`src/rtl/timer_disp_pkg.sv`:
```
// Shared constants, glyph-slot encoding and the digit-to-ASCII helper for
// the countdown timer overlay. Build option: TIMER_BLINK_EN (see timer_display).
package timer_disp_pkg;

    localparam logic [9:0] TIMER_X0   = 10'd288;
    localparam logic [9:0] TIMER_Y0   = 10'd16;
    localparam int         GLYPH_W    = 8;
    localparam int         GLYPH_H    = 16;
    localparam int         NUM_GLYPHS = 4;

    // Exclusive right/bottom edges of the timer box.
    localparam logic [9:0] TIMER_X1 = TIMER_X0 + 10'(GLYPH_W * NUM_GLYPHS);
    localparam logic [9:0] TIMER_Y1 = TIMER_Y0 + 10'(GLYPH_H);

    localparam logic [6:0] CHAR_ZERO  = 7'h30;
    localparam logic [6:0] CHAR_COLON = 7'h3A;
    localparam logic [6:0] CHAR_BLANK = 7'h20;

    localparam int         BLINK_PERIOD = 60;
    localparam logic [5:0] BLINK_LAST   = 6'(BLINK_PERIOD - 1);
    localparam logic [5:0] BLINK_HALF   = 6'(BLINK_PERIOD / 2);

    // Shadow digits come out of reset showing 2:00.
    localparam logic [11:0] SHADOW_RESET = 12'h200;

    typedef enum logic [1:0] {
        SLOT_MIN   = 2'd0,
        SLOT_COLON = 2'd1,
        SLOT_TENS  = 2'd2,
        SLOT_SECS  = 2'd3
    } glyph_slot_e;

    // BCD digit to ASCII; anything above 9 shows as a space.
    function automatic logic [6:0] digit_char(input logic [3:0] d);
        if (d <= 4'd9) begin
            return CHAR_ZERO + {3'd0, d};
        end
        return CHAR_BLANK;
    endfunction

endpackage

```
`src/rtl/timer_display_font_rom.sv`:
```
// 2048x8 synchronous font ROM addressed by {ascii[6:0], row[3:0]}.
// Digits are drawn as 7-segment shapes inside the 8x16 cell; bit 7 is the
// leftmost column. Every code other than '0'-'9' and ':' is blank.
import timer_disp_pkg::*;

module font_rom_sync (
    input  logic        clk_i,
    input  logic [10:0] addr_i,
    output logic [7:0]  data_o
);

    localparam logic [7:0] HBAR  = 8'h7C;  // columns 1..5
    localparam logic [7:0] LEFT  = 8'h40;  // column 1
    localparam logic [7:0] RIGHT = 8'h04;  // column 5
    localparam logic [7:0] DOT   = 8'h18;  // columns 3..4

    // Segment order {a,b,c,d,e,f,g}: a top, b upper-right, c lower-right,
    // d bottom, e lower-left, f upper-left, g middle.
    function automatic logic [7:0] glyph_row(input logic [6:0] code, input logic [3:0] row);
        logic [6:0] seg;
        logic [7:0] bits;
        seg  = 7'h00;
        bits = 8'h00;
        case (code)
            7'h30: seg = 7'h7E;
            7'h31: seg = 7'h30;
            7'h32: seg = 7'h6D;
            7'h33: seg = 7'h79;
            7'h34: seg = 7'h33;
            7'h35: seg = 7'h5B;
            7'h36: seg = 7'h5F;
            7'h37: seg = 7'h70;
            7'h38: seg = 7'h7F;
            7'h39: seg = 7'h7B;
            default: seg = 7'h00;
        endcase
        if (code == CHAR_COLON) begin
            if (row == 4'd4 || row == 4'd5 || row == 4'd10 || row == 4'd11) begin
                bits = DOT;
            end
        end else if (row == 4'd1) begin
            bits = seg[6] ? HBAR : 8'h00;
        end else if (row >= 4'd2 && row <= 4'd6) begin
            bits = (seg[1] ? LEFT : 8'h00) | (seg[5] ? RIGHT : 8'h00);
        end else if (row == 4'd7) begin
            bits = seg[0] ? HBAR : 8'h00;
        end else if (row >= 4'd8 && row <= 4'd13) begin
            bits = (seg[2] ? LEFT : 8'h00) | (seg[4] ? RIGHT : 8'h00);
        end else if (row == 4'd14) begin
            bits = seg[3] ? HBAR : 8'h00;
        end
        return bits;
    endfunction

    // Registered read: data for an address appears one clock later.
    always_ff @(posedge clk_i) begin
        data_o <= glyph_row(addr_i[10:4], addr_i[3:0]);
    end

endmodule

```
`src/rtl/timer_display.sv`:
```
// Countdown timer overlay "X:XX" rendered as four 8x16 glyphs at a fixed
// screen position. Two-stage pixel pipeline, one pixel per clock:
//   stage 0: decode position, build the font ROM address, register box/col/blank
//   stage 1: pick the ROM bit for the column and register the outputs
// Digits are taken from a shadow copy loaded on frame_start so the whole
// frame shows one consistent value.
// Build option: define TIMER_BLINK_EN to blink the display during the
// last nine seconds (0:01..0:09) with a 60-frame period.
import timer_disp_pkg::*;

module timer_display (
    input  logic        clk,
    input  logic        reset,
    input  logic        frame_start,
    input  logic [11:0] time_left,
    input  logic [9:0]  draw_x,
    input  logic [9:0]  draw_y,
    input  logic        pix_req,
    output logic        pix_valid,
    output logic        in_timer,
    output logic        pix_on
);

    logic [11:0] shadow_q, shadow_d;

    logic        in_box;
    logic [4:0]  rel_x;
    logic [3:0]  rel_y;
    logic [6:0]  char_code;
    logic [10:0] rom_addr;
    logic [7:0]  rom_data;
    logic        blank;

    logic        valid1_q;
    logic        in_box1_q;
    logic [2:0]  col1_q;
    logic        blank1_q;

    logic        pix_valid_q;
    logic        in_timer_q;
    logic        pix_on_q;

    // Shadow digits follow time_left only at the start of a frame.
    always_comb begin
        shadow_d = shadow_q;
        if (frame_start) begin
            shadow_d = time_left;
        end
    end

    // Shadow register; a same-cycle pixel still sees the old value.
    always_ff @(posedge clk or posedge reset) begin
        if (reset) begin
            shadow_q <= SHADOW_RESET;
        end else begin
            shadow_q <= shadow_d;
        end
    end

`ifdef TIMER_BLINK_EN
    logic [5:0] blink_cnt_q, blink_cnt_d;

    // Frame counter that wraps every BLINK_PERIOD frames.
    always_comb begin
        blink_cnt_d = blink_cnt_q;
        if (frame_start) begin
            blink_cnt_d = (blink_cnt_q == BLINK_LAST) ? 6'd0 : blink_cnt_q + 6'd1;
        end
    end

    // Blink counter register.
    always_ff @(posedge clk or posedge reset) begin
        if (reset) begin
            blink_cnt_q <= 6'd0;
        end else begin
            blink_cnt_q <= blink_cnt_d;
        end
    end

    // Dark half of the period only while showing 0:01..0:09; 0:00 stays lit.
    always_comb begin
        blank = (shadow_q[11:8] == 4'd0) && (shadow_q[7:4] == 4'd0) &&
                (shadow_q[3:0] != 4'd0) && (shadow_q[3:0] <= 4'd9) &&
                (blink_cnt_q >= BLINK_HALF);
    end
`else
    // Blink disabled: glyphs are never masked.
    always_comb begin
        blank = 1'b0;
    end
`endif

    // Stage 0: box test on the full coordinates (no wrap below the origin),
    // then glyph slot/column/row from the low offset bits.
    always_comb begin
        in_box    = (draw_x >= TIMER_X0) && (draw_x < TIMER_X1) &&
                    (draw_y >= TIMER_Y0) && (draw_y < TIMER_Y1);
        rel_x     = 5'(draw_x - TIMER_X0);
        rel_y     = 4'(draw_y - TIMER_Y0);
        char_code = CHAR_BLANK;
        case (glyph_slot_e'(rel_x[4:3]))
            SLOT_MIN:   char_code = digit_char(shadow_q[11:8]);
            SLOT_COLON: char_code = CHAR_COLON;
            SLOT_TENS:  char_code = digit_char(shadow_q[7:4]);
            SLOT_SECS:  char_code = digit_char(shadow_q[3:0]);
            default:    char_code = CHAR_BLANK;
        endcase
        rom_addr  = {char_code, rel_y};
    end

    font_rom_sync u_font_rom (
        .clk_i  (clk),
        .addr_i (rom_addr),
        .data_o (rom_data)
    );

    // Stage 0 -> 1 side-band registers travelling alongside the ROM read.
    always_ff @(posedge clk or posedge reset) begin
        if (reset) begin
            valid1_q  <= 1'b0;
            in_box1_q <= 1'b0;
            col1_q    <= 3'd0;
            blank1_q  <= 1'b0;
        end else begin
            valid1_q  <= pix_req;
            in_box1_q <= pix_req & in_box;
            col1_q    <= rel_x[2:0];
            blank1_q  <= blank;
        end
    end

    // Stage 1: select the column bit (bit 7 = leftmost) and register outputs.
    always_ff @(posedge clk or posedge reset) begin
        if (reset) begin
            pix_valid_q <= 1'b0;
            in_timer_q  <= 1'b0;
            pix_on_q    <= 1'b0;
        end else begin
            pix_valid_q <= valid1_q;
            in_timer_q  <= in_box1_q;
            pix_on_q    <= in_box1_q & rom_data[3'd7 - col1_q] & ~blank1_q;
        end
    end

    assign pix_valid = pix_valid_q;
    assign in_timer  = in_timer_q;
    assign pix_on    = pix_on_q;

endmodule
```
`config.mk`:
```
export PLATFORM = sky130hd
export DESIGN_NAME = timer_display
export DESIGN_NICKNAME = d
export VERILOG_FILES = /design/src/rtl/timer_disp_pkg.sv /design/src/rtl/timer_display_font_rom.sv /design/src/rtl/timer_display.sv
export SDC_FILE = /design/constraint.sdc
export NUM_CORES = 1
export LEC_CHECK = 0
export ABC_CLOCK_PERIOD_IN_PS = 2300
export CORE_ASPECT_RATIO = 0.7
export CORE_MARGIN = 1
export CORE_UTILIZATION = 35
export CTS_BUF_LIST = sky130_fd_sc_hd__clkbuf_2
export DETAILED_ROUTE_END_ITERATION = 7
export HOLD_SLACK_MARGIN = 0.1
export SETUP_SLACK_MARGIN = 0.05
export SLEW_MARGIN = 20
export SYNTH_ARGS = -nofsm -noshare
export SYNTH_HDL_FRONTEND = slang
export SYNTH_SLANG_ARGS = --single-unit
```
`constraint.sdc`:
```
create_clock -name clk -period 2.3 [get_ports clk]
set_input_delay 0.46 -clock clk [delete_from_list [all_inputs] [get_ports clk]]
set_output_delay 0.46 -clock clk [all_outputs]
set_load 0.005 [all_outputs]
```
Yosys cells after proc, flatten, opt, wreduce, memory -nomap -nowiden
Index checks and enable logic that the tools add are counted.
W data, S select, Z words.
{ "classes": {"n_eq_ne": 21, "magnitude_cmp": 12, "bitwise_logic": 4, "add_sub_neg": 6, "n_reduce_logical": 9, "n_mux": 30} }
{ "op_table": {"columns": ["cell", "count"], "rows": [
  ["$eq A7 B6 Y1 const B", 11],
  ["$mux W7", 11],
  ["$pmux W7 S10", 1],
  ["$mux W8", 6],
  ["$pmux W7 S4", 1],
  ["$add A6 B4 Y7 const A", 3],
  ["$le A4 B4 Y1 const B", 4],
  ["$or A8 B8 Y8", 2],
  ["$eq A4 B3 Y1 const B", 3],
  ["$eq A4 B4 Y1 const B", 3],
  ["$ge A10 B5 Y1 const B", 1],
  ["$ge A10 B9 Y1 const B", 1],
  ["$lt A10 B6 Y1 const B", 1],
  ["$lt A10 B9 Y1 const B", 1],
  ["$mux W1", 7],
  ["$mux W3", 2],
  ["$logic_and A1 B1 Y1", 5],
  ["$mux W5", 1],
  ["$sub A5 B1 Y5 const B", 1],
  ["$eq A2 B2 Y1 const B", 2],
  ["$eq A4 B1 Y1 const B", 1],
  ["$ge A4 B2 Y1 const B", 1],
  ["$ge A4 B4 Y1 const B", 1],
  ["$le A4 B3 Y1 const B", 1],
  ["other kinds (8)", 11]
]} }
{ "totals": {"regBits": 28, "output_inout_bits": 3} }

Longest topological paths before layout
Gate-level depths: netlist (run 1).
{ "logic_depth": {"depth_word": 14, "depth_mapped": 7, "mapped_depth_nobuf": 6} }

Cells and area by module
From an unflattened synthesis (run 1), not the netlist that was laid out.
{ "hier_totals": {"hier_cells": 132, "hier_area_um2": 1377.6} }
{ "modules_own_cells": {"columns": ["module", "instances", "seq_area_each_um2", "area_per_inst_um2", "cells_each"], "rows": [
  ["timer_display", 1, 501.7, 928.4, 78],
  ["font_rom_sync", 1, 80.1, 449.2, 54]
]} }

Worst setup path before layout (run 1)
No wires, ideal clock.
{ "synth_timing": {"path_type": "input to register", "from": "input port draw_x[4]", "to": "register u_font_rom.data_o[6]", "slack_ns": 0.342, "setup_time_ns": 0.134, "t_arrival_ns": 1.824, "t_required_ns": 2.166, "stages": 6, "path_cell_list": "buf_4 > nor2b_1 > a222oi_1 > nor4b_1 > a22oi_2 > nand4_1"} }
{ "synth_via": {"elab_chain_cells": 12} }
{ "synth_rtl": {"columns": ["item", "line_no", "rtl"], "rows": [
  ["from (decl)", "timer_display.sv:16", "input logic [9:0] draw_x,"],
  ["$sub A5 B1 Y5 (*)", "timer_display.sv:98", "rel_x = 5'(draw_x - TIMER_X0);"],
  ["$eq A2 B2 Y1 (tied with other cells)", "timer_display.sv:101", "case (glyph_slot_e'(rel_x[4:3]))"],
  ["$pmux W7 S4 (*)", "timer_display.sv:101", null],
  ["$eq A7 B6 Y1", "timer_display_font_rom.sv:24", "case (code)"],
  ["$pmux W7 S10", "timer_display_font_rom.sv:24", null],
  ["$mux W7 (on tied branches)", "timer_display_font_rom.sv:50, timer_display_font_rom.sv:48", null],
  ["$mux W8 / $or A8 B8 Y8 (equally long branches)", "timer_display_font_rom.sv:49, timer_display_font_rom.sv:48", null],
  ["$mux W8", "timer_display_font_rom.sv:47", "end else if (row >= 4'd8 && row <= 4'd13) begin"],
  ["$mux W8", "timer_display_font_rom.sv:45", "end else if (row == 4'd7) begin"],
  ["$mux W8", "timer_display_font_rom.sv:43", "end else if (row >= 4'd2 && row <= 4'd6) begin"],
  ["$mux W8", "timer_display_font_rom.sv:41", "end else if (row == 4'd1) begin"],
  ["$mux W8 (*)", "timer_display_font_rom.sv:37", "if (code == CHAR_COLON) begin"],
  ["to (signal assigned)", "timer_display_font_rom.sv:57", "data_o <= glyph_row(addr_i[10:4], addr_i[3:0]);"],
  ["to (decl)", "timer_display_font_rom.sv:9", "output logic [7:0] data_o"]
]} }
Every way passes the cells marked *; elsewhere a longest branch is shown, timed or not.
A chain may end at the register's enable or synchronous reset.

Worst setup path in the final report (run 1)
{ "layout_timing": {"from": "input port draw_x[4]", "to": "register u_font_rom.data_o[2]"} }
{ "layout_via": {"elab_chain_cells": 12} }
{ "layout_rtl": {"columns": ["item", "line_no"], "rows": [
  ["$sub A5 B1 Y5 (*)", "timer_display.sv:98"],
  ["$eq A2 B2 Y1 (tied with other cells)", "timer_display.sv:101"],
  ["$pmux W7 S4 (*)", "timer_display.sv:101"],
  ["$eq A7 B6 Y1", "timer_display_font_rom.sv:24"],
  ["$pmux W7 S10", "timer_display_font_rom.sv:24"],
  ["$mux W7 / $mux W3 (equally long branches)", "timer_display_font_rom.sv:50, timer_display_font_rom.sv:48"],
  ["$mux W8 / $or A8 B8 Y8 (equally long branches)", "timer_display_font_rom.sv:49, timer_display_font_rom.sv:48"],
  ["$mux W8", "timer_display_font_rom.sv:47"],
  ["$mux W8", "timer_display_font_rom.sv:45"],
  ["$mux W8", "timer_display_font_rom.sv:43"],
  ["$mux W8", "timer_display_font_rom.sv:41"],
  ["$mux W8 (*)", "timer_display_font_rom.sv:37"]
]} }
Marks and branches as above.

==> results of run 1 <==
[layer usage]
layer | vias up | GRT usage [%] | wire [um]
li1 | 566 | - | -
met1 | 554 | 25.6 | 1570
met2 | 53 | 26.0 | 1330
met3 | 0 | 5.38 | 195
met4 | 0 | 2.52 | 0
met5 | - | 0 | 0
[registers in the layout, indices dropped and copies added (netlist names)]
register / flops
u_font_rom.data_o: 4
pix_valid: 1
shadow_q: 12
in_timer: 1
in_box1_q: 1
valid1_q: 1
pix_on: 1
col1_q: 3
[cell type report]
type                            instances  area (um^2)
Clock inverter                          1         3.75
Fill cell                             314         1520
Timing Repair Buffer                   48          455
Inverter                                3         11.3
Tap cell                               47         58.8
Multi-Input combinational cell         91          673
Sequential cell                        24          582
Clock buffer                            3         15.0
[power by group through the flow]
stage	sequential (W)	combinational, W	clock (W)
2_1_floorplan	0.000483	0.000130	0
3_3_place_gp	0.000490	0.000231	0
3_5_place_dp	0.000492	0.000236	0
4_1_cts	0.000485	0.000238	0.000173
5_1_grt	0.000491	0.000262	0.000193
6_report	0.000485	0.000241	0.000167
[logic make-up (layout without fill, tap and decap cells)]
family	count (synthesis)	after routing	synth area share [%]
flip-flops	24	24	45.3
buffers and inverters	6	55	2.63
AND/OR/NAND/NOR	50	50	23.9
multiplexers	12	12	10.5
AO/OA/AOI/OAI	29	29	17.6
[stage by stage]
step | utilization [%] | TNS, ps | cell area, um^2 | total power, W
2_1_floorplan | - | 0 | 1280 | 0.000613
3_3_place_gp | 53.5 | -545 | 1780 | 0.000722
3_5_place_dp | 53.5 | -930 | 1780 | 0.000729
4_1_cts | 54.1 | 0 | 1790 | 0.000896
5_1_grt | 54.2 | 0 | 1800 | 0.000947
6_report | 54.2 | 0 | 1800 | 0.000893
[worst min-delay path by stage]
stage	start	to	slack [ps]
after CTS	valid1_q	pix_valid	380
after global routing	reset	col1_q[2]	360
final	valid1_q	pix_valid	380
after floorplan	valid1_q	pix_valid	330
after detailed placement	valid1_q	pix_valid	340
after global placement	valid1_q	pix_valid	330
[timing repair]
item	in CTS	in global routing
setup buffers	0	0
setup endpoints to repair	0	4
resized for setup	0	1
hold buffers	0	0
[cell usage in the layout, fill, tap and decap left out, types with 3 or more instances in the layout]
cell / n
nor3_1: 4
nand3_1: 6
dfxtp_1: 4
nor2_1: 6
nor4b_1: 5
clkbuf_2: 3
and3_1: 4
buf_4: 10
nand2_1: 9
clkdlybuf4s50_1: 38
nand4_1: 3
mux2_2: 12
a21oi_1: 3
inv_1: 3
dfrtp_1: 19
o21ai_0: 7
[worst reg2reg max path, delay by kind of cell (launching register included)]
| family | cells | cell delay (ps) |
|---|---|---|
| AOI/OAI and AO/OA | 3 | 810 |
| and+or+nand+nor | 3 | 760 |
| DFF | 1 | 480 |
==> flow_summary.toml, run 1 <==
[pwr]
leakage_nw = 0.736
switching_share_pct = 28.8
power_frac_seq_pct = 54.3
cellPowerDensity_nw_per_um2 = 496
intPower_w = 0.000636
clkPwrFrac_pct = 18.7
vdd_ir_drop_max_uv = 254
comb_power_share_pct = 27.0
netSwitchingPower_w = 0.000257

[placed_design]
dp_hpwl_um = 2370
io_buffer_count = 38
dp.cells = 213
place_congestion = 0.870
pre_cts_slack_ps = -236

[timing]
whs_ps = 382
final.period_utilization_pct = 94.7
period_needed_ps = 2180
setup_viol = 0
clock_skew_ps = 16.2
fmaxAchievable_mhz = 459
maxSlewViolCount = 0
worst_pin_slew_ps = 550
rsz0062_at_grt = "false"
setup_ws_ps = 121
max-slew-margin-rel_pct = 63.2
hold_viol_final = 0

[synthesis]
synth.avg_cell_area_um2 = 10.6
synth_edf_count = 0
netlist_instances = 121
yosysTopAreaCellShare_pct = 37.0
syn_nets = 157
synth.lib_cells_used.distinct = 48
synth_common_cells = "19 x dfrtp_1, 12 x mux2_2, 9 x nand2_1, 7 x o21ai_0"
ys_ff_latch = 24
synth_top_area_cell = "dfrtp_1"
yosysMostFrequentCell = "dfrtp_1"
synth_area_um2 = 1280
ys.flop_type = "dfrtp_1"
ys_top_cells_by_area = "dfrtp_1 37%, mux2_2 11%, dfxtp_1 6.2%, nor4b_1 3.4%, o21ai_0 2.7%"
yosysWarnings = 0
seq_area_frac_synth_pct = 45.3
synthArstFlopShare_pct = 83.3

[critical_path]
worst_r2r_endpoint = "u_font_rom.data_o[2]"
crit_chain = "clkdlybuf4s50_1 -> nor4b_1 -> buf_4 -> a211oi_1 -> buf_4 -> a2111oi_2 -> a22oi_2 -> nand3_1"
crit_cells = 8
max_stage_delay_ps = 590
path_max_fanout = 10
worstRegToRegCells = 6
crit_required_ps = 2610
endpoint_kind = "register"
worstSetupStartpointType = "input port"
r2r_start = "shadow_q[6]"
crit_end = "u_font_rom.data_o[2]"
setup.worst_path.start = "draw_x[4]"
cp_slowest_cell = "clkdlybuf4s50_1"
reg2reg_slack_ps = 240
critPathKind = "input port to register"
cp_common_cell = "buf_4"
critical-path-top-delay-family = "buffers and inverters"
critPathArrivalTime_ps = 2490
path_buf_inv = 3

[outcome]
status = "finished, final reports clean"

[clocking]
cts_tree = "yes"
clock-sinks = 24
clkTransAtPathRegs_ps = 240
cts_root_buf = "clkbuf_2"
cts_buffers = 3
clkLatencyLatePin_ps = 350
cts_max_level = 1
clk_path_buf_depth = 2

[global_route]
overflow = 0
globalRouteTotalUtil_pct = 17.6
antenna_found_initial = 0
grt_pass1_vias = 1129
grt_pass1_wl_um = 5200
grt_max_degree = 21

[floorplanning]
chipHeight_um = 52.7
initial_utilization_pct = 38.7
die_w_um = 74.4
core_um2 = 3320
dieArea_um2 = 3920
fp-row-count = 17
pin_count = 39

[drt]
first_iter_violations = 78
drc = 0
vias = 1173
ant_nets = 0
routed_via_density = 5.41
routed_wl_um = 3090
post_drt_wl_per_cell_um = 14.3
firstDrtPassIters = 5

[layout]
nets = 207
diodes = 0
finalNonFillerCells = 217
area_delta_synth_final_pct = 40.2
drive_gt1_share_pct = 21.8

[min_path]
min_path_cells = 0
hold_path_class = "register to register"

[run]
max_cap_violations = 0
Power figures use the tool's default switching activity.
==> run 2: changes to the inputs <==
Settings changed: CORE_UTILIZATION 35 to 30, HOLD_SLACK_MARGIN 0.1 to 0.03, SKIP_LAST_GASP set to 1.
==> flow_summary.toml, run 2 (synthesis results as in run 1) <==
[outcome]
status = "finished, final reports clean"

[layout]
final_cell_mix = "38 x clkdlybuf4s50_1, 19 x dfrtp_1, 12 x mux2_2, 11 x buf_4, 9 x nand2_1"
multiInputGateArea_um2 = 673
fillerInstances = 385
regMostFlops = "shadow_q"
layout_commonest_cell = "clkdlybuf4s50_1"
largest_registers = "shadow_q x12, u_font_rom.data_o x4, col1_q x3"
nets = 208
largest_reg_flops = 12
diodes = 0
postLayoutCellArea_um2 = 1810
finalCoreUtilization_pct = 45.2
area_delta_synth_final_pct = 41.3
regArea_um2 = 582
drive_gt1_share_pct = 22.8

[drt]
routed_wl_um = 2970
routed_via_density = 5.17
first_iter_violations = 68
drc = 0
firstDrtPassIters = 5
ant_nets = 0
post_drt_wl_per_cell_um = 13.3
vias = 1154

[timing]
setup_ws_ps = 161
max-slew-margin-rel_pct = 63.2
whs_ps = 376
fmaxAchievable_mhz = 467
period_needed_ps = 2140
rsz0062_at_grt = "false"
maxSlewViolCount = 0
hold_viol_final = 0
tns_ps = 0
clock_skew_ps = 11.1
setup_viol = 0
final.period_utilization_pct = 93.0
worst_pin_slew_ps = 551

[floorplanning]
fp-row-count = 19
dieArea_um2 = 4550
initial_utilization_pct = 32.0
die_w_um = 80.2
core_um2 = 4020
pin_count = 39
chipHeight_um = 56.7

[critical_path]
reg2reg_slack_ps = 230
critPathKind = "input port to register"
worstSetupStartpointType = "input port"
r2r_start = "shadow_q[6]"
critPathArrivalTime_ps = 2430
crit_required_ps = 2590
crit_chain = "clkdlybuf4s50_1 -> or4b_1 -> a32oi_2 -> nor3_1 -> a2111oi_2 -> a22oi_2 -> nand3_1"
path_max_fanout = 4
worstRegToRegCells = 6
worst_r2r_endpoint = "u_font_rom.data_o[2]"
max_stage_delay_ps = 540
cp_slowest_cell = "or4b_1"
endpoint_kind = "register"

[pwr]
power_frac_seq_pct = 54.3
leakage_nw = 0.743
clkPwrFrac_pct = 18.5
netSwitchingPower_w = 0.000245
vdd_ir_drop_max_uv = 316
cellPowerDensity_nw_per_um2 = 490
comb_power_share_pct = 27.2
intPower_w = 0.000645
switching_share_pct = 27.5

[global_route]
antenna_found_initial = 0
overflow = 0
grt_max_degree = 21
grt_pass1_vias = 1103
globalRouteTotalUtil_pct = 14.4
grt_pass1_wl_um = 5140

[placed_design]
placed_area_um2 = 1790
place_congestion = 0.953
pre_cts_slack_ps = -206
dp_hpwl_um = 2380
io_buffer_count = 38

[run]
max_cap_violations = 0

[clocking]
clk_path_buf_depth = 2
cts_tree = "yes"
clkTransAtPathRegs_ps = 220
clkLatencyLatePin_ps = 330
cts_root_buf = "clkbuf_2"
cts_buffers = 3
clock-sinks = 24
cts_max_level = 1

[min_path]
min_path_cells = 0
hold_end = "pix_valid"
min_from = "valid1_q"
hold_path_class = "register to register"
-- run 2: timing repair --
action	CTS	global route
buffers inserted	0	0
setup endpoints to repair	0	2
gates resized for setup	0	1
hold endpoints to repair	0	0
hold buffers	0	0
-- run 2: power by group through the flow --
| stage | registers [W] | logic [W] | clock network [W] |
|---|---|---|---|
| after floorplan | 0.000483 | 0.000130 | 0 |
| after global placement | 0.000491 | 0.000231 | 0 |
| after detailed placement | 0.000492 | 0.000240 | 0 |
| after CTS | 0.000484 | 0.000241 | 0.000176 |
| after global routing | 0.000490 | 0.000264 | 0.000188 |
| final | 0.000483 | 0.000242 | 0.000165 |
-- run 2: metal layers --
layer / share of wire, % / GRT usage (%)
met5: 0 / 0
met4: 0 / 0.255
met3: 6.2 / 3.74
met2: 44 / 22.3
met1: 50 / 21.2
-- run 2: per-stage QoR --
step           total power (W)  std cells
3_5_place_dp          0.000731        219
4_1_cts               0.000901        223
2_1_floorplan         0.000613        121
5_1_grt               0.000943        223
6_report              0.000890        223
3_3_place_gp          0.000722        219
-- run 2: worst max-delay path: cells and delay by family --
family | cells | cell delay (ps)
AO/OA/AOI/OAI | 3 | 790
buffers and inverters | 1 | 420
AND/OR/NAND/NOR | 3 | 760
-- run 2: layout make-up --
cell class / count / share of cell area [%]
Clock buffer: 4 / 1.10
Inverter: 3 / 0.621
Multi-Input combinational cell: 91 / 37.1
Sequential cell: 24 / 32.1
Tap cell: 52 / 3.59
Timing Repair Buffer: 49 / 25.5
-- run 2: how the worst max path moves through the flow --
| stage | from | to | slack [ps] | cells past startpoint |
|---|---|---|---|---|
| floorplan | draw_x[4] | u_font_rom.data_o[6] | 340 | 6 |
| CTS | draw_x[4] | u_font_rom.data_o[2] | 170 | 7 |
| global placement | draw_x[3] | u_font_rom.data_o[6] | -110 | 7 |
| finish | draw_x[3] | u_font_rom.data_o[2] | 160 | 7 |
| global route | draw_x[4] | u_font_rom.data_o[2] | 70 | 7 |
| detailed placement | draw_x[4] | u_font_rom.data_o[2] | -210 | 7 |
